**config.mk**
```make
export PLATFORM = sky130hd
export DESIGN_NAME = ch_best_select
export DESIGN_NICKNAME = d
export VERILOG_FILES = /design/src/rtl/ch_best_select.sv
export SDC_FILE = /design/constraint.sdc
export NUM_CORES = 1
export LEC_CHECK = 0
export CAP_MARGIN = 20
export CELL_PAD_IN_SITES_DETAIL_PLACEMENT = 2
export CELL_PAD_IN_SITES_GLOBAL_PLACEMENT = 2
export CORE_ASPECT_RATIO = 1.5
export CORE_MARGIN = 5
export CORE_UTILIZATION = 30
export CTS_BUF_LIST = sky130_fd_sc_hd__clkbuf_16
export CTS_CLUSTER_DIAMETER = 120
export DETAILED_ROUTE_END_ITERATION = 8
export PLACE_DENSITY_LB_ADDON = 0.1
export SYNTH_ARGS = -nofsm -noshare
export SYNTH_HDL_FRONTEND = slang
export SYNTH_SLANG_ARGS = --single-unit
```
**constraint.sdc**
```tcl
create_clock -name clk -period 3.2 [get_ports clk]
set_input_delay 0.8 -clock clk [delete_from_list [all_inputs] [get_ports clk]]
set_output_delay 0.8 -clock clk [all_outputs]
set_load 0.03 [all_outputs]
```
**src/rtl/ch_best_select.sv**
```systemverilog
// ----------------------------------------------------------------------------
// ch_best_select
//   Scans the cluster-head memory bank (16-bit Q-value words, entry k at byte
//   indices 2k/2k+1) and reports the entry with the best nonzero Q-value.
//   Default build picks the largest word. With CH_SELECT_MIN_EN defined the
//   smallest nonzero word (cost metric) is picked instead.
//
// Ports
//   clk          rising-edge system clock
//   rst          asynchronous reset, active-high
//   start        begin a scan; only sampled in IDLE
//   num_valid    entries to scan (0..16, larger values clamp to 16)
//   mem_index    byte index to the bank, always even ({k,1'b0})
//   mem_rd_data  combinational bank read data for mem_index
//   busy         high while in SCAN and DONE
//   done         one-cycle pulse, results valid
//   found        at least one nonzero entry was seen
//   best_entry   entry number of the winner
//   best_q       winning Q-value
//
// Handshake: start is a level sampled once per clock while IDLE; a sampled
// start launches exactly one scan that ends with exactly one done pulse.
// start seen while a scan is in flight is dropped, never queued.
// ----------------------------------------------------------------------------
module ch_best_select #(
    parameter int NUM_ENTRIES = 16,
    parameter int WORD_WIDTH  = 16,
    parameter int IDX_WIDTH   = 5
) (
    input  logic                  clk,
    input  logic                  rst,
    input  logic                  start,
    input  logic [4:0]            num_valid,
    output logic [IDX_WIDTH-1:0]  mem_index,
    input  logic [WORD_WIDTH-1:0] mem_rd_data,
    output logic                  busy,
    output logic                  done,
    output logic                  found,
    output logic [3:0]            best_entry,
    output logic [WORD_WIDTH-1:0] best_q
);

    typedef enum logic [1:0] {
        ST_IDLE = 2'd0,
        ST_SCAN = 2'd1,
        ST_DONE = 2'd2
    } state_t;

    localparam logic [4:0] MAX_N = 5'(NUM_ENTRIES);

    state_t                  r_state;
    logic [4:0]              r_n;
    logic [3:0]              r_k;
    logic [IDX_WIDTH-1:0]    r_mem_index;
    logic                    r_busy;
    logic                    r_done;
    logic                    r_found;
    logic [3:0]              r_best_entry;
    logic [WORD_WIDTH-1:0]   r_best_q;

    logic [4:0]              w_n_clamped;
    logic                    w_last;
    logic                    w_better;
    logic                    w_take;

    assign w_n_clamped = (num_valid > MAX_N) ? MAX_N : num_valid;
    assign w_last      = ({1'b0, r_k} == (r_n - 5'd1));

    // Strict comparison so that ties keep the lower entry number.
`ifdef CH_SELECT_MIN_EN
    assign w_better = (mem_rd_data < r_best_q);
`else
    assign w_better = (mem_rd_data > r_best_q);
`endif

    // Zero words are empty entries and never win.
    assign w_take = (mem_rd_data != '0) && (!r_found || w_better);

    always_ff @(posedge clk or posedge rst) begin
        if (rst) begin
            r_state      <= ST_IDLE;
            r_n          <= '0;
            r_k          <= '0;
            r_mem_index  <= '0;
            r_busy       <= 1'b0;
            r_done       <= 1'b0;
            r_found      <= 1'b0;
            r_best_entry <= '0;
            r_best_q     <= '0;
        end else begin
            r_done <= 1'b0;
            case (r_state)
                ST_IDLE: begin
                    r_mem_index <= '0;
                    if (start) begin
                        r_n          <= w_n_clamped;
                        r_k          <= '0;
                        r_found      <= 1'b0;
                        r_best_entry <= '0;
                        r_best_q     <= '0;
                        r_busy       <= 1'b1;
                        // An empty scan skips straight to the done pulse.
                        r_state      <= (w_n_clamped != 5'd0) ? ST_SCAN : ST_DONE;
                    end
                end
                ST_SCAN: begin
                    if (w_take) begin
                        r_found      <= 1'b1;
                        r_best_entry <= r_k;
                        r_best_q     <= mem_rd_data;
                    end
                    if (w_last) begin
                        r_mem_index <= '0;
                        r_state     <= ST_DONE;
                    end else begin
                        r_k         <= r_k + 4'd1;
                        r_mem_index <= IDX_WIDTH'({r_k + 4'd1, 1'b0});
                    end
                end
                ST_DONE: begin
                    // done is registered on leaving DONE, so it shows in the
                    // first IDLE cycle while results are already final.
                    r_done  <= 1'b1;
                    r_busy  <= 1'b0;
                    r_state <= ST_IDLE;
                end
                default: begin
                    r_busy  <= 1'b0;
                    r_state <= ST_IDLE;
                end
            endcase
        end
    end

    assign mem_index  = r_mem_index;
    assign busy       = r_busy;
    assign done       = r_done;
    assign found      = r_found;
    assign best_entry = r_best_entry;
    assign best_q     = r_best_q;

endmodule

```
-- After elaboration in Yosys (flattened, before gate mapping)
Cells that the tools add are included.
Widths: inputs -> output; s select.
- register bits: 39
- bits of input ports: 24
- bits in latches: 0
- ROM bits: 0
- memories kept: 0
- bits in writable memories: 0
- word-level logic and storage cells: 54
- magnitude comparators: 2
- multiplexer cells: 21
- bitwise operators: 1
- div/mod/pow operators: 0
- shift-type cells: 0
- multipliers: 0
- eq/ne operators: 7
- add/subtract/negate cells: 2
- reduce and logical (&&, ||, !) cells: 12
- operators with widths (cell ; number):
    $mux 16 ; 2
    $pmux 16 s2 ; 1
    $gt 16x16->1 ; 1
    $pmux 4 s2 ; 2
    $reduce_bool 16->1 ; 1
    $mux 4 ; 3
    $mux 5 ; 2
    $pmux 5 s2 ; 1
    $ne 2x2->1 const B ; 4
    $mux 2 ; 3
    $reduce_and 2->1 ; 3
    $reduce_and 3->1 ; 2
    $eq 4x5->1 ; 1
    $gt 5x5->1 const B ; 1
    $reduce_bool 5->1 ; 1
    $sub 5x1->5 const B ; 1
    $add 4x1->4 const B ; 1
    $mux 1 ; 4
    $pmux 1 s2 ; 2
    $pmux 2 s2 ; 1
    $eq 2x1->1 const B ; 1
    $eq 2x2->1 const B ; 1
    $logic_not 2->1 ; 1
    $reduce_bool 2->1 ; 1
    other kinds (4) ; 4

-- Longest topological paths before layout
- word-level depth: 6
- depth in mapped cells: 9
- gate-level depth less buffers: 7

-- Worst setup path after synthesis
No wires, ideal clock.
- kind: input -> register
- start: input mem_rd_data[15]
- end: register r_best_q[8], in the netlist best_q[8]
- data required time: 3.062 ns
- stages: 7
- data arrival time: 2.601 ns
- library setup time: 0.138 ns
- setup slack: 0.461 ns
- cells stage by stage: ha_1 -> nand4_1 -> or4_4 -> o311ai_4 -> a41o_2 -> buf_4 -> o221ai_1
- longest elaborated chain between the ends: 5
- elaborated cells on any way between the ends: 6
- classes of those cells: 1 x order compare; 1 x eq/ne; 4 x reduce/logical
- RTL lines (element ; line ; source):
    from (decl) ; 35 ; input logic [WORD_WIDTH-1:0] mem_rd_data,
    $gt 16x16->1 ; 73 ; assign w_better = (mem_rd_data > r_best_q);
    $logic_or 1x1->1 ; 77 ; assign w_take = (mem_rd_data != '0) && (!r_found || w_better);
    $logic_and 1x1->1 (*) ; 77 ;
    $ne 2x2->1 (no source line) (*) ; - ;
    $reduce_and 3->1 (no source line) (*) ; - ;
    to (signal assigned) ; 110 ; r_best_q <= mem_rd_data;
    to (decl) ; 59 ; logic [WORD_WIDTH-1:0] r_best_q;
Mark *: on every way between the ends. The rest lies on a longest branch, timed or not.
A chain may end at the register's enable or synchronous reset.

-- Worst setup path in the final report
- start: input mem_rd_data[15]
- end: register r_best_entry[0], in the netlist best_entry[0]
- longest elaborated chain between the ends: 5
- elaborated cells on any way between the ends: 6
- classes of those cells: 1 x order compare; 1 x eq/ne; 4 x reduce/logical
- RTL lines (element ; line ; source):
    $gt 16x16->1 ; 73 ;
    $logic_or 1x1->1 ; 77 ;
    $logic_and 1x1->1 (*) ; 77 ;
    $ne 2x2->1 (no source line) (*) ; - ;
    $reduce_and 3->1 (no source line) (*) ; - ;
    to (signal assigned) ; 109 ; r_best_entry <= r_k;
    to (decl) ; 58 ; logic [3:0] r_best_entry;
Marks and branches as above.

==> impl_metrics.ini <==
[clock_network]
postCtsSetupRepairBufs = 0
clock_latency_ns = 0.28
cts_buffer_depth = 2
cts_resized = 0
cts_tree = done
numCtsBuffers = 5
root_buffer = clkbuf_16
htree_levels = 2
cts.clk_slew.worst_paths_ns = 0.06
cts_hold_buffers = 0
cts_sinks = 38

[worst_setup_path]
cp_max_fo = 14
worst_setup_path_start_kind = input pin
slowest_stage = or4_4
critPathCaptureType = flop
cpLargestDelayFamily = simple AND/OR/NAND/NOR gates
critPathMaxStageDelay_ns = 0.59
crit_arrival_ns = 3.23
worst-path-buf-inv = 2
path_cells = clkdlybuf4s50_1 -> ha_1 -> nand4_1 -> or4_4 -> o311ai_4 -> a41o_2 -> buf_12 -> mux2i_1
critPathKind = input pin to flop
required_ns = 3.39

[detailed_routing]
postRouteAntennaNets = 0
drc_errors = 0
via_per_inst = 5.136
dr.pass1.iters = 4
drt_iter0_drc = 54
wl_mm = 7.643
drt-wirelength-per-cell_um = 17.65
via_count = 2224

[synth]
ys_async_sr_fraction = 1.000
syn-instance-count = 268
synth-seq-area-share = 0.4008
synth_nets = 310
syn_avg_cell_area_um2 = 8.852
synth-seq-cells = 38
synth_edf_count = 0
synth-main-ff-cell = dfrtp_1
post_synth_num_cell_types = 40
ys_warn_count = 0
syn_area_um2 = 2372

[sta]
skew_ns = 0.004807
finalCritPeriodShare = 0.9507
tightest_slew_ns = 0.5246
drv_slew = 0
setup_violations = 0
fmax_mhz = 328.7
worst_slack_ns = 0.1577
hold_viol = 0
rsz0062_at_grt = no
finalSetupTns_ns = 0
slew_headroom = 0.6503
min_period_ns = 3.042

[power_and_ir_drop]
power.leakage_nw = 1.486
p_per_area_nw_per_um2 = 1054
vdd_drop_max_mv = 0.4415

[cells_and_area]
drive_above_1_share = 0.1027
post-route-util = 0.4245
area_delta_synth_final_pct = 37.08
nNetsFinal = 372
nFillCells = 887
n_antenna_cell = 0

[die]
die_h_um = 118.9
die_w_um = 82.61
io_pins = 52
initial_core_util = 0.3097
num_rows = 39
core-area_um2 = 7661
dieArea_um2 = 9823

[placed_design]
io_buffers = 50
place_congestion = 0.7762
preCtsSetupSlack_ns = -0.1058
dpl.hpwl_mm = 5.757

[status]
status = completed

[grt]
grt_pass1_vias = 2458
grt_antenna_before_repair = 0
track_usage = 0.1654
grt_max_degree = 40
grt_pass1_wl_mm = 12.47
overflow = 0

[job]
drv_cap = 0

[hold_path]
hold_path_class = flop to flop
cells in the mapped netlist (all sizes together), types with 2 or more instances:
cell type | instances | area share
a21oi | 7 | 0.015
nor3 | 2 | 0.0042
clkbuf | 10 | 0.016
xor2 | 2 | 0.0074
nand2 | 27 | 0.043
mux2i | 7 | 0.030
o211ai | 2 | 0.0063
xnor2 | 5 | 0.018
or4 | 2 | 0.0079
ha | 18 | 0.095
inv | 42 | 0.066
nand3 | 19 | 0.040
o21ai | 14 | 0.030
buf | 6 | 0.017
nand4 | 18 | 0.047
o221ai | 15 | 0.055
nor4 | 5 | 0.013
dfrtp | 38 | 0.40
nand2b | 6 | 0.016
nor2b | 2 | 0.0053
nor2 | 6 | 0.0095
cell families (layout without fill, tap and decap cells):
| family | Yosys count | in the layout | share of synthesized area |
|---|---|---|---|
| and+or+nand+nor | 91 | 91 | 0.1983 |
| buffers and inverters | 58 | 121 | 0.09915 |
| AOI/OAI and AO/OA | 47 | 47 | 0.1451 |
| DFF | 38 | 38 | 0.4008 |
| adders and majority gates | 18 | 18 | 0.09494 |
| muxes | 8 | 8 | 0.03428 |
| xor gates and xnor gates | 7 | 7 | 0.02584 |
| other | 1 | 1 | 0.001581 |
state kept, by name, summed over array words and instances (netlist names), 2 cells and up:
register    cells
r_n             5
r_state         2
mem_index       4
r_k             4
best_entry      4
best_q         16
tightest hold or removal path: cells and delay by family, from the launching register on:
family	cells	cell delay, ns
simple gates	1	0.05
compound gates	1	0.06
flops	1	0.35
routing by layer:
layer  GRT usage  wire [um]  share of wire  up-vias
li1            -          -              -     1066
met4     0.04294         74         0.0097        0
met5           0          0              0        -
met2      0.3223       4433           0.58       35
met3     0.02644        248          0.032        6
met1      0.1752       2886           0.38     1117
cell type report:
| type | count | area (um^2) | area share |
|---|---|---|---|
| Clock buffer | 5 | 125.1 | 0.03848 |
| Clock inverter | 3 | 16.27 | 0.005002 |
| Inverter | 42 | 157.7 | 0.04848 |
| Multi-Input combinational cell | 172 | 1191 | 0.3663 |
| Sequential cell | 38 | 950.9 | 0.2924 |
| Tap cell | 102 | 127.6 | 0.03925 |
| Timing Repair Buffer | 71 | 683.2 | 0.2101 |
where the power goes:
part | switching [mW] | internal [mW] | leakage [nW]
logic | 1.12 | 0.873 | 0.952
clock network | 0.206 | 0.285 | 0.0672
registers | 0.244 | 0.703 | 0.467
cells in the final DEF, fill, tap and decap left out, types with 2 or more instances in the layout:
cell type,instances
clkbuf_16,5
nor2_1,6
nand4_1,18
nor3_1,2
xnor2_1,5
clkdlybuf4s50_1,50
buf_4,19
nor4_1,5
nor2b_1,2
mux2i_1,7
buf_12,2
inv_1,42
o211ai_1,2
ha_1,18
nand2b_1,6
xor2_1,2
dfrtp_1,38
o21ai_0,14
o221ai_1,15
a21oi_1,7
nand2_1,27
nand3_1,19
through the flow:
stage	power, mW	cell area (um^2)	hold WS [ns]	std cells
detailed placement	2.982	3110	0.4839	425
finish	3.427	3252	0.4951	433
global route	3.690	3252	0.5378	433
CTS	3.489	3252	0.5027	433
global placement	2.910	3110	0.4766	425
floorplan	2.168	2372	0.4728	268
path summary, 6_finish.rpt:
check,slack [ns],from,cells after the start,endpoint
max reg2reg,0.69,best_q[15],8,best_entry[0]
max in group asynchronous,1.88,rst,3,best_q[1]
min,0.50,mem_index[4],2,mem_index[4]
max,0.16,mem_rd_data[15],8,best_entry[0]
min in group asynchronous,0.95,rst,3,best_q[12]
min reg2reg,0.50,mem_index[4],2,mem_index[4]
Note: power is estimated with default switching activity, not from simulation.
